File: config.mk
export PLATFORM = sky130hd
export DESIGN_NAME = ip_irq_ctrl
export DESIGN_NICKNAME = d
export VERILOG_FILES = /design/src/rtl/ip_irq_ctrl.sv
export SDC_FILE = /design/constraint.sdc
export NUM_CORES = 1
export LEC_CHECK = 0
export BUFFER_PORTS_ARGS = -buffer_cell sky130_fd_sc_hd__buf_2
export CAP_MARGIN = 20
export CORE_UTILIZATION = 40
export DETAILED_ROUTE_END_ITERATION = 16
export PLACE_DENSITY = 0.77
export SYNTH_ARGS = -nofsm -noshare
export SYNTH_HDL_FRONTEND = slang
export SYNTH_SLANG_ARGS = --single-unit
File: constraint.sdc
create_clock -name clk_i -period 2.1 [get_ports clk_i]
set_input_delay 0 -clock clk_i [delete_from_list [all_inputs] [get_ports clk_i]]
set_output_delay 0 -clock clk_i [all_outputs]
set_load 0.02 [all_outputs]
File: src/rtl/ip_irq_ctrl.sv
// ip_irq_ctrl: interrupt controller fed by the APB peripheral wrapper's
// irq vector. Latches per-source pending bits, with a per-source enable and
// an edge/level type. Drives one registered interrupt line to the CPU.
// The CPU reaches it through a native-memory (nmi) slave port.
//
// Register map (offset = addr & ADDR_MASK):
//   0x00 PEND   RO/W1C  edge bits latched, level bits read live src_s
//   0x04 ENA    RW      per-source enable
//   0x08 TYPE   RW      1 = edge, 0 = level
//   0x0C CLAIM  RO      id+1 of the lowest enabled pending source, 0 if none;
//                       the read clears that source's edge pend
//   0x10 RAW    RO      synchronized sources
//
// Ports:
//   clk_i      system clock
//   rst_n_i    asynchronous active-low reset
//   nmi_valid  access request, held by the master until nmi_ready
//   nmi_addr   byte address; only the ADDR_MASK bits are decoded
//   nmi_wdata  write data
//   nmi_wstrb  byte strobes; any bit set makes the access a write
//   nmi_rdata  registered read data, valid while nmi_ready is high
//   nmi_ready  one-cycle acknowledge, one cycle after valid is accepted
//   irq_src_i  raw source interrupts, active-high
//   irq_o      registered interrupt request to the CPU
//
// FSM states:
//   state  | meaning
//   S_IDLE | waiting for nmi_valid; the access is performed on accept
//   S_ACK  | nmi_ready high for one cycle with the registered rdata

module ip_irq_ctrl #(
    parameter int          IRQ_NUM     = 6,
    parameter int          SYNC_STAGES = 0,
    parameter logic [31:0] ADDR_MASK   = 32'h0000_001F
) (
    input  logic               clk_i,
    input  logic               rst_n_i,
    input  logic               nmi_valid,
    input  logic [31:0]        nmi_addr,
    input  logic [31:0]        nmi_wdata,
    input  logic [3:0]         nmi_wstrb,
    output logic [31:0]        nmi_rdata,
    output logic               nmi_ready,
    input  logic [IRQ_NUM-1:0] irq_src_i,
    output logic               irq_o
);

    localparam logic [31:0] OFF_PEND  = 32'h00;
    localparam logic [31:0] OFF_ENA   = 32'h04;
    localparam logic [31:0] OFF_TYPE  = 32'h08;
    localparam logic [31:0] OFF_CLAIM = 32'h0C;
    localparam logic [31:0] OFF_RAW   = 32'h10;

    typedef enum logic {S_IDLE, S_ACK} state_t;

    state_t state_q, state_n;

    logic [IRQ_NUM-1:0] src_s, src_d, rise;
    logic [IRQ_NUM-1:0] pend_q, pend_n;
    logic [IRQ_NUM-1:0] ena_q, ena_n;
    logic [IRQ_NUM-1:0] type_q, type_n;
    logic [IRQ_NUM-1:0] eff_pend, active, claim_oh, clr;
    logic [5:0]         claim_id;
    logic               claim_found;
    logic [31:0]        off, rd_val, rdata_q;
    logic               acc, wr, claim_rd;
    logic               irq_d;
    logic               unused_wdata;

    // Input synchronizer (bypassed when SYNC_STAGES == 0)
    generate
        if (SYNC_STAGES == 0) begin : g_nosync
            assign src_s = irq_src_i;
        end else begin : g_sync
            logic [IRQ_NUM-1:0] sync_q [SYNC_STAGES];
            always_ff @(posedge clk_i or negedge rst_n_i) begin
                if (!rst_n_i) begin
                    for (int i = 0; i < SYNC_STAGES; i++) sync_q[i] <= '0;
                end else begin
                    sync_q[0] <= irq_src_i;
                    for (int i = 1; i < SYNC_STAGES; i++) sync_q[i] <= sync_q[i-1];
                end
            end
            assign src_s = sync_q[SYNC_STAGES-1];
        end
    endgenerate

    always_ff @(posedge clk_i or negedge rst_n_i) begin
        if (!rst_n_i) src_d <= '0;
        else          src_d <= src_s;
    end

    assign rise     = src_s & ~src_d;
    assign eff_pend = (type_q & pend_q) | (~type_q & src_s);
    assign active   = eff_pend & ena_q;

    // Lowest-index enabled pending source wins the claim
    always_comb begin
        claim_id    = '0;
        claim_oh    = '0;
        claim_found = 1'b0;
        for (int i = 0; i < IRQ_NUM; i++) begin
            if (!claim_found && active[i]) begin
                claim_found = 1'b1;
                claim_id    = 6'(i + 1);
                claim_oh[i] = 1'b1;
            end
        end
    end

    // Access decode
    assign off      = nmi_addr & ADDR_MASK;
    assign acc      = (state_q == S_IDLE) && nmi_valid;
    assign wr       = acc && (|nmi_wstrb);
    assign claim_rd = acc && !(|nmi_wstrb) && (off == OFF_CLAIM);

    assign unused_wdata = ^nmi_wdata;

    always_comb begin
        rd_val = '0;
        case (off)
            OFF_PEND:  rd_val[IRQ_NUM-1:0] = eff_pend;
            OFF_ENA:   rd_val[IRQ_NUM-1:0] = ena_q;
            OFF_TYPE:  rd_val[IRQ_NUM-1:0] = type_q;
            OFF_CLAIM: rd_val[5:0]         = claim_id;
            OFF_RAW:   rd_val[IRQ_NUM-1:0] = src_s;
            default:   rd_val = '0;
        endcase
    end

    // Register next values. A rise is OR-ed in after the clear so it wins
    // over a same-cycle W1C or claim; masking with the next TYPE drops the
    // latched pend of any source switched to level.
    always_comb begin
        ena_n  = ena_q;
        type_n = type_q;
        clr    = '0;
        if (wr && off == OFF_ENA)  ena_n  = nmi_wdata[IRQ_NUM-1:0];
        if (wr && off == OFF_TYPE) type_n = nmi_wdata[IRQ_NUM-1:0];
        if (wr && off == OFF_PEND) clr    = nmi_wdata[IRQ_NUM-1:0];
        if (claim_rd)              clr    = claim_oh;
        pend_n = ((pend_q & ~clr) | rise) & type_n;
    end

    // The rise term is folded in so an edge reaches irq_o one cycle after
    // it appears on src_s, rather than waiting for PEND to latch first.
    assign irq_d = |((((pend_q | rise) & type_q) | (src_s & ~type_q)) & ena_q);

    always_ff @(posedge clk_i or negedge rst_n_i) begin
        if (!rst_n_i) begin
            pend_q  <= '0;
            ena_q   <= '0;
            type_q  <= '0;
            rdata_q <= '0;
            irq_o   <= 1'b0;
        end else begin
            pend_q <= pend_n;
            ena_q  <= ena_n;
            type_q <= type_n;
            irq_o  <= irq_d;
            if (acc) rdata_q <= rd_val;
        end
    end

    // Handshake FSM
    always_ff @(posedge clk_i or negedge rst_n_i) begin
        if (!rst_n_i) state_q <= S_IDLE;
        else          state_q <= state_n;
    end

    always_comb begin
        state_n = state_q;
        case (state_q)
            S_IDLE:  if (nmi_valid) state_n = S_ACK;
            S_ACK:   state_n = S_IDLE;
            default: state_n = S_IDLE;
        endcase
    end

    assign nmi_ready = (state_q == S_ACK);
    assign nmi_rdata = rdata_q;

endmodule

==> run summary, run 1 <==
The via count of the first global-routing pass is 1461. After synthesis, flip-flops and latches occupy 41.0% of the total area. The post-CTS resize count is 0. The worst path buffer plus inverter count is 0. The total wire length after detailed routing came out at 4390 µm. The number of synthesized flops with an enable pin is 0. The port buffer count came out at 31.

In this run the standard cell core region covers 4720 µm². STA puts the critical path data arrival time at 2.16 ns. The area growth from synthesis to final layout is 19.9%. The floorplan die width came out at 71.9 µm. The buffer levels on the longest clock path is 2. The power density over cell area came out at 669 nW/µm². The proportion of power drawn by flip-flops and latches came out at 47.0%. The delay of the slowest critical-path stage came out at 0.52 ns.

Summing internal, switching and leakage power gives 1.57 mW. The maximum fanout encountered on the critical timing path came out at 4. The run finished with clean final reports. After synthesis, the share of flip-flops with an asynchronous set or reset is 100%.

The switching power is 0.454 mW. 111 I/O pins were placed. The max-cap check violation count is 0. Detailed placement ended at an HPWL of 3250 µm.

The number of levels the H-tree was split into came out at 2. In the routed design, unresolved DRC markers number 0. The number of synthesis warnings came out at 0. The clock sink total is 32. The maximum clock rate is 0.502 GHz. The clock transition at the registers of the reported paths came out at 0.06 ns. TritonCTS built the clock tree.

Clock skew on the completed layout was measured at 0.00219 ns. The finished layout cell area is 2340 µm². The global router's overall resource usage came out at 18.1%.

The number of buffers added by the clock tree synthesis step came out at 5. Walking the worst path, the cells encountered are mux2_2 > a211oi_4 > nand4_2 > or4b_1 > and3_1. In this run the remaining antenna-violating nets after routing total 0.

The shortest period the worst path allows came out at 1.99 ns. The placement-stage cell area came out at 2120 µm². The relative contribution of combinational cells to total power came out at 21.4%. The die area came out at 5170 µm². Of the total power, the share spent switching nets is 29.0%. The accumulated negative setup slack is 0 ns. The predominant post-synthesis flop cell is dfrtp_1. The slowest cell on the critical path is or4b_1. A synthesized cell averages 9.81 µm². The filler cells instantiated in the layout total 457. The fraction of layout instances using a drive strength above 1 is 26.7%. The vertical die dimension is 71.9 µm. Routability-driven placement finished with a final weighted congestion of 0.932. The per-cell via count in the routed design is 5.12. The post-synthesis cell type count came out at 44.

Cells fill 49.6% of the core in the end. The max-slew headroom at the worst pin came out at 52.7%. The total inserted antenna cells came out at 0.

Grouping stages by cell kind, the critical path spends the most delay in simple AND/OR/NAND/NOR gates. The non-filler instance count after layout is 318. The initial antenna violation count came out at 0. The final layout contains 328 nets. The global-route wire length before repair is 7060 µm. Entering global routing, the biggest net connects 33 pins. The clock tree root buffer cell is clkbuf_8. The most common cell after layout, fill and taps aside is dfrtp_1. The worst setup path is of the reg2reg kind. The first detailed-routing pass ran for 4 iterations. The tightest min-delay check is of the in2reg type. The synthesized flop and latch total came out at 32.

Setup repair after global routing left no endpoint under its margin. The number of endpoints failing setup at the final stage is 0. The share of total power in the clock network came out at 31.6%. For the pin with the worst max-slew slack, the measured transition is 0.709 ns. The per-cell routed wire length came out at 13.8 µm.

In the finished design, the share of the clock period the worst path needs comes to 94.9%. The total congestion overflow after global routing came out at 0. Across the VDD grid, the largest voltage drop is 0.000337 V.

For this block, the initial DRC count from the detailed router was 106. The number of instances in the synthesized netlist came out at 199. The worst setup path is captured at a register. The type of element launching the critical path is a register. The source-to-sink clock delay at the later pin of the worst-skew pair came out at 0.28 ns. The number of max-slew violations in the final report came to 0. In the layout the commonest cells are dfrtp_1, buf_2, conb_1. The internal power of the cells totals 1.11 mW. The count of final hold-check violations is 0. Buffers added to address setup during post-CTS repair amount to 0. The number of cell rows came out at 25. The number of placed instances with taps included is 299. The routed via count came out at 1627. The static leakage is 1.05 nW.

Summing every instance area after synthesis gives 1950 µm². For this configuration, the core starts out at a cell density of 41.4%. At the worst endpoint, the required time is 2.27 ns.
-- synth_stat cells, types with 2 or more instances --
cell      number  area, µm²
inv_1          5       18.8
o21ai_1        2       10.0
a22o_1         3       26.3
a22oi_1        2       15.0
a21boi_1       2       15.0
o21ai_0       11       55.1
nor2b_1        4       25.0
nand2b_1      10       62.6
nor2_1         6       22.5
nor3_1         3       15.0
a21boi_0       2       15.0
dfrtp_1       32        801
and2_1         3       18.8
o21a_1         4       30.0
buf_4         26        195
nand4_1        2       12.5
o31ai_1        2       15.0
mux2_2        17        191
o211ai_1       2       15.0
a221oi_1       2       17.5
nand3_1        6       30.0
a32oi_1        7       61.3
nand2_1       21       78.8
a21o_1         2       15.0
clkbuf_1       4       15.0
-- layer usage --
metal / up-vias / GRT usage, % / wire (µm)
met1: 773 / 24.2 / 2020
met5: - / 0 / 0
met3: 5 / 4.36 / 331
met4: 0 / 6.32 / 65
met2: 78 / 28.9 / 1980
li1: 771 / - / -
-- what timing repair did --
item | 4_1_cts | 5_1_grt
hold buffers | 12 | 0
hold endpoints to repair | 45 | 0
setup endpoints to repair | 0 | 0
-- kinds of logic after synthesis --
family          Yosys count  share of synthesized area [%]
flops                    32                           41.0
compound gates           49                           18.9
other cells               1                          0.192
simple gates             63                           17.3
mux                      18                           10.3
buf+inv                  36                           12.3
-- worst paths after layout --
check                                   from           end  slack, ns  depth (start not counted)
worst max-delay path               type_q[0]     pend_q[3]       0.11                          5
worst min-delay path            nmi_wdata[4]      ena_q[4]      0.006                          2
worst max register to register     type_q[0]     pend_q[3]       0.11                          5
worst min register to register  nmi_rdata[5]  nmi_rdata[5]       0.47                          2
max in group asynchronous            rst_n_i  nmi_rdata[2]       1.34                          2
min in group asynchronous            rst_n_i      src_d[5]       0.31                          2
-- state kept, by name, indices dropped and copies added, names as in the netlist --
signal and cells:
nmi_rdata 6, src_d 6, type_q 6, ena_q 6, pend_q 6, nmi_ready 1, irq_o 1
-- layout make-up --
cell class	count	area (µm²)	area share [%]
multi-input cells	156	1010	43.0
inverters	5	18.8	0.802
repair buffers	51	335	14.3
flip-flops and latches	32	801	34.2
well taps	67	83.8	3.58
clock buffers	7	96.3	4.12
-- worst reg2reg max path: stages, from the launching register on --
cell and delay (ns):
dfrtp_1 0.39, mux2_2 0.39, a211oi_4 0.29, nand4_2 0.14, or4b_1 0.52, and3_1 0.17
-- stage by stage --
stage          hold WS [ns]  setup slack [ns]
2_1_floorplan        -0.296             0.175
5_1_grt             0.00253            0.0348
4_1_cts            0.000482             0.108
6_report            0.00601             0.107
3_3_place_gp         0.0778             0.121
3_5_place_dp         0.0898             0.116
-- power by group through the flow --
stage,Sequential (mW),Clock (mW),Combinational (mW)
2_1_floorplan,0.745,0,0.247
3_3_place_gp,0.744,0,0.309
3_5_place_dp,0.747,0,0.315
4_1_cts,0.736,0.511,0.333
5_1_grt,0.744,0.537,0.368
6_report,0.736,0.495,0.334
No activity file was read; power rests on OpenSTA's default activity.
==> run 2: changes to the inputs <==
- PLACE_DENSITY: 0.77 -> default
- PLACE_DENSITY_LB_ADDON: default -> 0.15
==> run 2 against run 1 <==
Cell count down 0.31%. Register-to-register slack about the same. Utilization down 0.37 points. Fmax down 0.64%. Setup slack worse by 0.013 ns. Sequential power about the same. Critical path type unchanged. Largest cell class unchanged. Largest power group unchanged.
==> run summary, run 2 (same netlist as run 1, synthesis figures left out) <==
The number of endpoints failing setup at the final stage came out at 0. The launch point of the worst path is type_q[0]. The post-CTS resize count came out at 0. The switching part of the total came out at 30.8%.

For this run, the total global-route usage over all layers was measured as 19.4%. The startpoint of the lowest-slack register-to-register path is type_q[0]. STA classifies the critical path startpoint as a register. The final clock skew came out at 0.00950 ns. At the end of routability-driven placement, the weighted congestion stood at 0.940. The total congestion overflow after global routing is 0. The total power of the final layout came out at 1.49 mW. The via count of the first global-routing pass came out at 1484. The count of final hold-check violations came out at 0.

The clock transition at the registers of the reported paths is 0.07 ns. The power density over cell area came out at 643 nW/µm². Measured against its own limit, the worst slew margin works out to 52.7%. The relative contribution of combinational cells to total power came out at 22.6%. The worst hold path begins at nmi_valid.

Setup repair after global routing left no endpoint under its margin. The count of buffers added by post-CTS timing repair for setup came out at 0. Across the run, the number of max-cap violations was 0. The tree is rooted in a clkbuf_8.

The die is 71.9 µm wide. The buffer levels on the longest clock path came out at 2. The post-route netlist has 26.0% of its cells at a drive strength greater than 1. The static leakage is 1.04 nW.

The number of placed instances with taps included is 299. The hold-fix buffer count after cts came out at 12. The number of levels the H-tree was split into is 2. The final routed DRC violation total is 0. The total inserted antenna cells came out at 0. The area growth from synthesis to final layout came out at 19.0%. The non-filler instance count after layout is 317. The finished layout cell area came out at 2320 µm². The share of total power in the clock network came out at 28.1%. The library cell used most frequently in the layout, excluding fill and tap cells, is dfrtp_1. The worst setup path is captured at a register. The run finished with clean final reports. The antenna violation net count after detailed routing is 0. Dividing the detail-routed wire length by the instance count gives 14.5 µm.

The number of design-rule violations left by the first detailed-router iteration is 67. The proportion of power drawn by flip-flops and latches is 49.3%. The initial antenna violation count is 0. Detailed routing inserted a total of 1621 vias. The final worst-path cycle share came out at 95.5%. Dividing the detail-routed via count by the number of cells gives 5.11. The maximum clock rate is 0.499 GHz. The total wire length after detailed routing came out at 4600 µm. In the layout the commonest cells are dfrtp_1, buf_2, conb_1. The die covers 5170 µm².

Clock latency on the worst-skew pair, taken at its later pin, is 0.28 ns. The clock sink total is 32. For the worst setup path, the data arrival time is 2.18 ns. The worst path needs 2.01 ns of the cycle, external delays included. The accumulated negative setup slack is 0 ns.

At the pin with the least slew margin, the transition time is 0.710 ns. The TritonCTS clock tree is done. The path category of the worst min-delay check is in2reg.

The setup path with the least slack is of type reg2reg. The placement-stage cell area is 2120 µm². Summed over all nets, the half-perimeter wirelength after detailed placement is 3410 µm. The number of buffers added by the clock tree synthesis step came out at 5. The port buffer count came out at 31. The pre-antenna-repair detailed-routing pass consisted of 4 iterations. The maximum fanout encountered on the critical timing path is 4. The peak supply drop is 0.000363 V. The data required time at the worst endpoint came out at 2.27 ns. The boundary pin count is 111. The effective utilization at floorplan is 41.4%. The number of cell rows is 25. The final layout contains 329 nets. The area of the placeable core came out at 4720 µm².

The global-route wire length before repair is 7530 µm. The internal power consumption came out at 1.03 mW. The analysis attributes to net switching a power of 0.460 mW.

The vertical die dimension came out at 71.9 µm. The maximum number of pins on one net before global-route repair is 33. The final hold slack came out at 0.0294 ns.

The number of max-slew violations in the final report came out at 0.
## run 2: cell count changes in the layout (fill, tap and decap cells not counted)
| cell | change |
|---|---|
| clkbuf_8 | -2 |
| dlygate4sd3_1 | +1 |
## run 2: area by class of cell
type | instances | area, µm²
fill | 493 | 2400
tap | 67 | 83.8
timing repair buffer | 52 | 345
sequential | 32 | 801
inverter | 5 | 18.8
multi-input combinational | 156 | 1010
clock buffer | 5 | 68.8
## run 2: path summary, 6_finish.rpt
kind                                end  slack [ns]  cells after the start
hold reg to reg            nmi_rdata[5]        0.48                      2
min in group asynchronous     type_q[5]        0.29                      2
max in group asynchronous      src_d[4]        1.33                      2
setup / recovery              pend_q[3]        0.09                      5
hold / removal                nmi_ready        0.03                      3
setup reg to reg              pend_q[3]        0.09                      5
## run 2: power groups by stage
stage                     combinational, mW  clock, mW  sequential (mW)
after CTS                             0.337      0.426            0.737
after detailed placement              0.318          0            0.748
after floorplan                       0.247          0            0.745
after global placement                0.316          0            0.747
after global routing                  0.372      0.458            0.747
final                                 0.338      0.419            0.737
## run 2: per-layer routing
| layer | share of wire, % | up-vias | track usage [%] | wire, µm |
|---|---|---|---|---|
| met5 | 0 | - | 0 | 0 |
| met1 | 48 | 771 | 27.3 | 2200 |
| met3 | 5.2 | 5 | 4.78 | 240 |
| li1 | - | 779 | - | - |
| met2 | 46 | 66 | 29.9 | 2110 |
| met4 | 1.0 | 0 | 5.23 | 46 |
## run 2: stage by stage
step | util [%] | setup slack [ns]
after floorplan | - | 0.175
after global placement | 45.0 | 0.101
after detailed placement | 45.0 | 0.0935
after CTS | 49.0 | 0.0870
after global routing | 49.2 | 0.00939
final | 49.2 | 0.0941
## run 2: worst max-delay path, cell delays in order, from the launching register on
cell and delay, ns:
dfrtp_1 0.38, mux2_2 0.38, a211oi_4 0.30, nand4_2 0.14, or4b_1 0.53, and3_1 0.17
==> run 3: changes to the inputs <==
- ABC_AREA: default -> 1
- CORE_UTILIZATION: 40 -> 41
==> run 3 against run 2 <==
Combinational power rose by 57%. Die area increased by 2.5%. Synthesized cell count rose by 38%. Register-to-register slack better by 0.52 ns. Clock skew is 0.0040 ns lower. Design area is 2.3% higher. First-iteration DRC count shrank 15%. Critical path depth up 1. Via count rose by 5.3%. Critical endpoint is now pend_q[4]. Largest power group unchanged.
==> run summary, run 3 <==
The run finished with clean final reports. The source-to-sink clock delay at the later pin of the worst-skew pair is 0.28 ns. Leaving out filler cells and counting taps, the final layout contains 389.

The final clock skew came out at 0.00551 ns. Setup repair after global routing left no endpoint under its margin. The floorplan die width is 72.8 µm. The area share of the largest cell type after synthesis is 39.0%. The longest clock path from root to sink contains 2 buffers. The worst setup path is captured at a register.

The global-route wire length before repair came out at 7050 µm. The synthesized netlist occupies a cell area of 2050 µm². The peak supply drop is 0.000403 V. The synthesized flop and latch total came out at 32. The count of final hold-check violations came out at 0. The synthesized area divided by synthesized cell count is 7.50 µm².

The tightest min-delay check is of the in2reg type. The initial antenna violation count came out at 0. Summed over all layers, the routed wires come to 4260 µm. The shortest period the worst path allows came out at 1.48 ns.

Data on the critical path arrives at its endpoint at 1.65 ns. The HPWL after detailed placement is 3230 µm. The most common cell after layout, fill and taps aside is nand2_1. The maximum number of pins on one net before global-route repair came out at 33. The layout net count came out at 399. The clock transition at the registers of the reported paths came out at 0.06 ns. The clock sink total is 32. At the pin with the least slew margin, the transition time is 0.721 ns.

The sequential-to-total area share from yosys stat came out at 39.0%. Of the available clock period, the critical path in the final layout requires 70.5%. Input and output buffers added on the ports amount to 31. The number of fill cells in the layout came out at 494. The accumulated negative setup slack is 0 ns.

The static leakage came out at 1.32 nW. The number of max-slew violations in the final report came out at 0. For this design the ratio of total power to cell area is 724 nW/µm². The antenna violation net count after detailed routing came out at 0.

The global router's overall resource usage is 17.8%. The largest total area in the synthesized netlist belongs to dfrtp_1. After synthesis, the most frequently instantiated cells are nand2_1, inv_1, dfrtp_1. The area of the placeable core came out at 4790 µm². The number of endpoints failing setup at the final stage is 0. The first routing iteration left 57 violations.

Among all cell types in the netlist, the one instantiated most often is nand2_1. The vertical die dimension is 72.8 µm. The TritonCTS clock tree is done. CTS placed an instance of clkbuf_8 at the clock tree root. The die area came out at 5300 µm².

Of the cells placed in the final design, the portion with a size suffix greater than 1 is 22.4%. The boundary pin count is 111. The maximum clock rate is 0.675 GHz. The max-cap check violation count is 0. The number of instances in the synthesized netlist came out at 274. The post-synthesis cell type count came out at 29.

The via count of the first global-routing pass is 1578. The number of cell rows came out at 25. The startpoint of the lowest-slack register-to-register path is nmi_ready. The data required time at the worst endpoint came out at 2.27 ns.

The total inserted antenna cells came out at 0. For this run, the number of Yosys warnings is 0. In the final routed layout, each cell accounts on average for 10.9 µm. The critical path is of the reg2reg type.

The routed via count came out at 1707. Counting tap cells, the placed design contains a total of 369 instances. The final routed DRC violation total came out at 0. Sorting the synthesized cells by area gives the leading types as dfrtp_1, nand2_1, buf_4. The number of detailed-routing iterations run before antenna repair is 4. The max-slew headroom at the worst pin came out at 51.9%.

In this run the worst setup path begins at nmi_ready. Cells fill 49.7% of the core in the end. For this configuration, the core starts out at a cell density of 42.9%. The type of element launching the critical path is a register. The fraction of registers with async set or reset after synthesis is 100%.

In this run the worst path has a maximum fanout of 9. The most used flip-flop cell after synthesis is dfrtp_1. The number of levels the H-tree was split into is 2. The number of clock buffers added by TritonCTS is 5. The total congestion overflow after global routing is 0.

The per-cell via count in the routed design came out at 4.39. The number of synthesized flops with an enable pin came out at 0. The area growth from synthesis to final layout is 15.7%. The hold path startpoint is nmi_valid.

The library cells used most frequently in the layout, excluding fill and tap cells, are nand2_1, inv_1, dfrtp_1. The last weighted congestion value of the routability-driven placer is 0.856.
## run 3: area by class of cell
class                           count  area, µm²  share of cell area (%)
Multi-Input combinational cell    186        931                    39.2
Sequential cell                    32        801                    33.7
Timing Repair Buffer               44        285                    12.0
Inverter                           53        199                    8.37
Tap cell                           67       83.8                    3.53
Clock buffer                        6       72.6                    3.05
Clock inverter                      1       5.00                   0.211
## run 3: cell families after synthesis
| logic type | Yosys count | share of synthesized area, % |
|---|---|---|
| flops | 32 | 39.0 |
| other cells | 1 | 0.183 |
| compound gates | 40 | 13.0 |
| buf+inv | 81 | 20.3 |
| simple gates | 120 | 27.6 |
## run 3: critical path, stage by stage (launching register included)
cell and delay (ns):
dfrtp_1 0.43, nor2_8 0.19, inv_2 0.11, nor3_4 0.32
nand3_1 0.16, nand3_1 0.11, a21oi_2 0.05
## run 3: path summary, 6_finish.rpt
kind	cells past startpoint	endpoint	slack, ns
worst max-delay path	6	pend_q[4]	0.62
worst min-delay path	3	nmi_ready	0.06
worst max register to register	6	pend_q[4]	0.62
worst min register to register	2	nmi_rdata[5]	0.47
max in group asynchronous	2	src_d[1]	1.33
min in group asynchronous	2	type_q[5]	0.31
## run 3: stage by stage
stage | power, mW | hold slack [ns] | instance area (µm²) | setup slack (ns)
after floorplan | 1.18 | -0.296 | 2150 | 0.730
after global placement | 1.27 | 0.106 | 2170 | 0.603
after detailed placement | 1.28 | 0.104 | 2170 | 0.605
after CTS | 1.74 | 0.0571 | 2380 | 0.596
after global routing | 1.85 | 0.0738 | 2380 | 0.477
final | 1.72 | 0.0598 | 2380 | 0.619
## run 3: power by group
part           internal, mW  switching, mW  total [mW]
logic                 0.187          0.344       0.531
clock network         0.225          0.211       0.436
registers             0.705         0.0483       0.754
total                  1.12          0.603        1.72
## run 3: repair_timing
action / CTS / global route
hold buffers: 13 / 0
buffers inserted: 0 / 0
resized for setup: 0 / 0
hold endpoints to repair: 46 / 0
## run 3: metal layers
| layer | share of wire, % | vias up | global-route usage (%) |
|---|---|---|---|
| met1 | 49 | 750 | 22.8 |
| met4 | 1.1 | 0 | 8.28 |
| met5 | 0 | - | 0 |
| met3 | 5.0 | 5 | 3.73 |
| met2 | 45 | 54 | 29.0 |
| li1 | - | 898 | - |
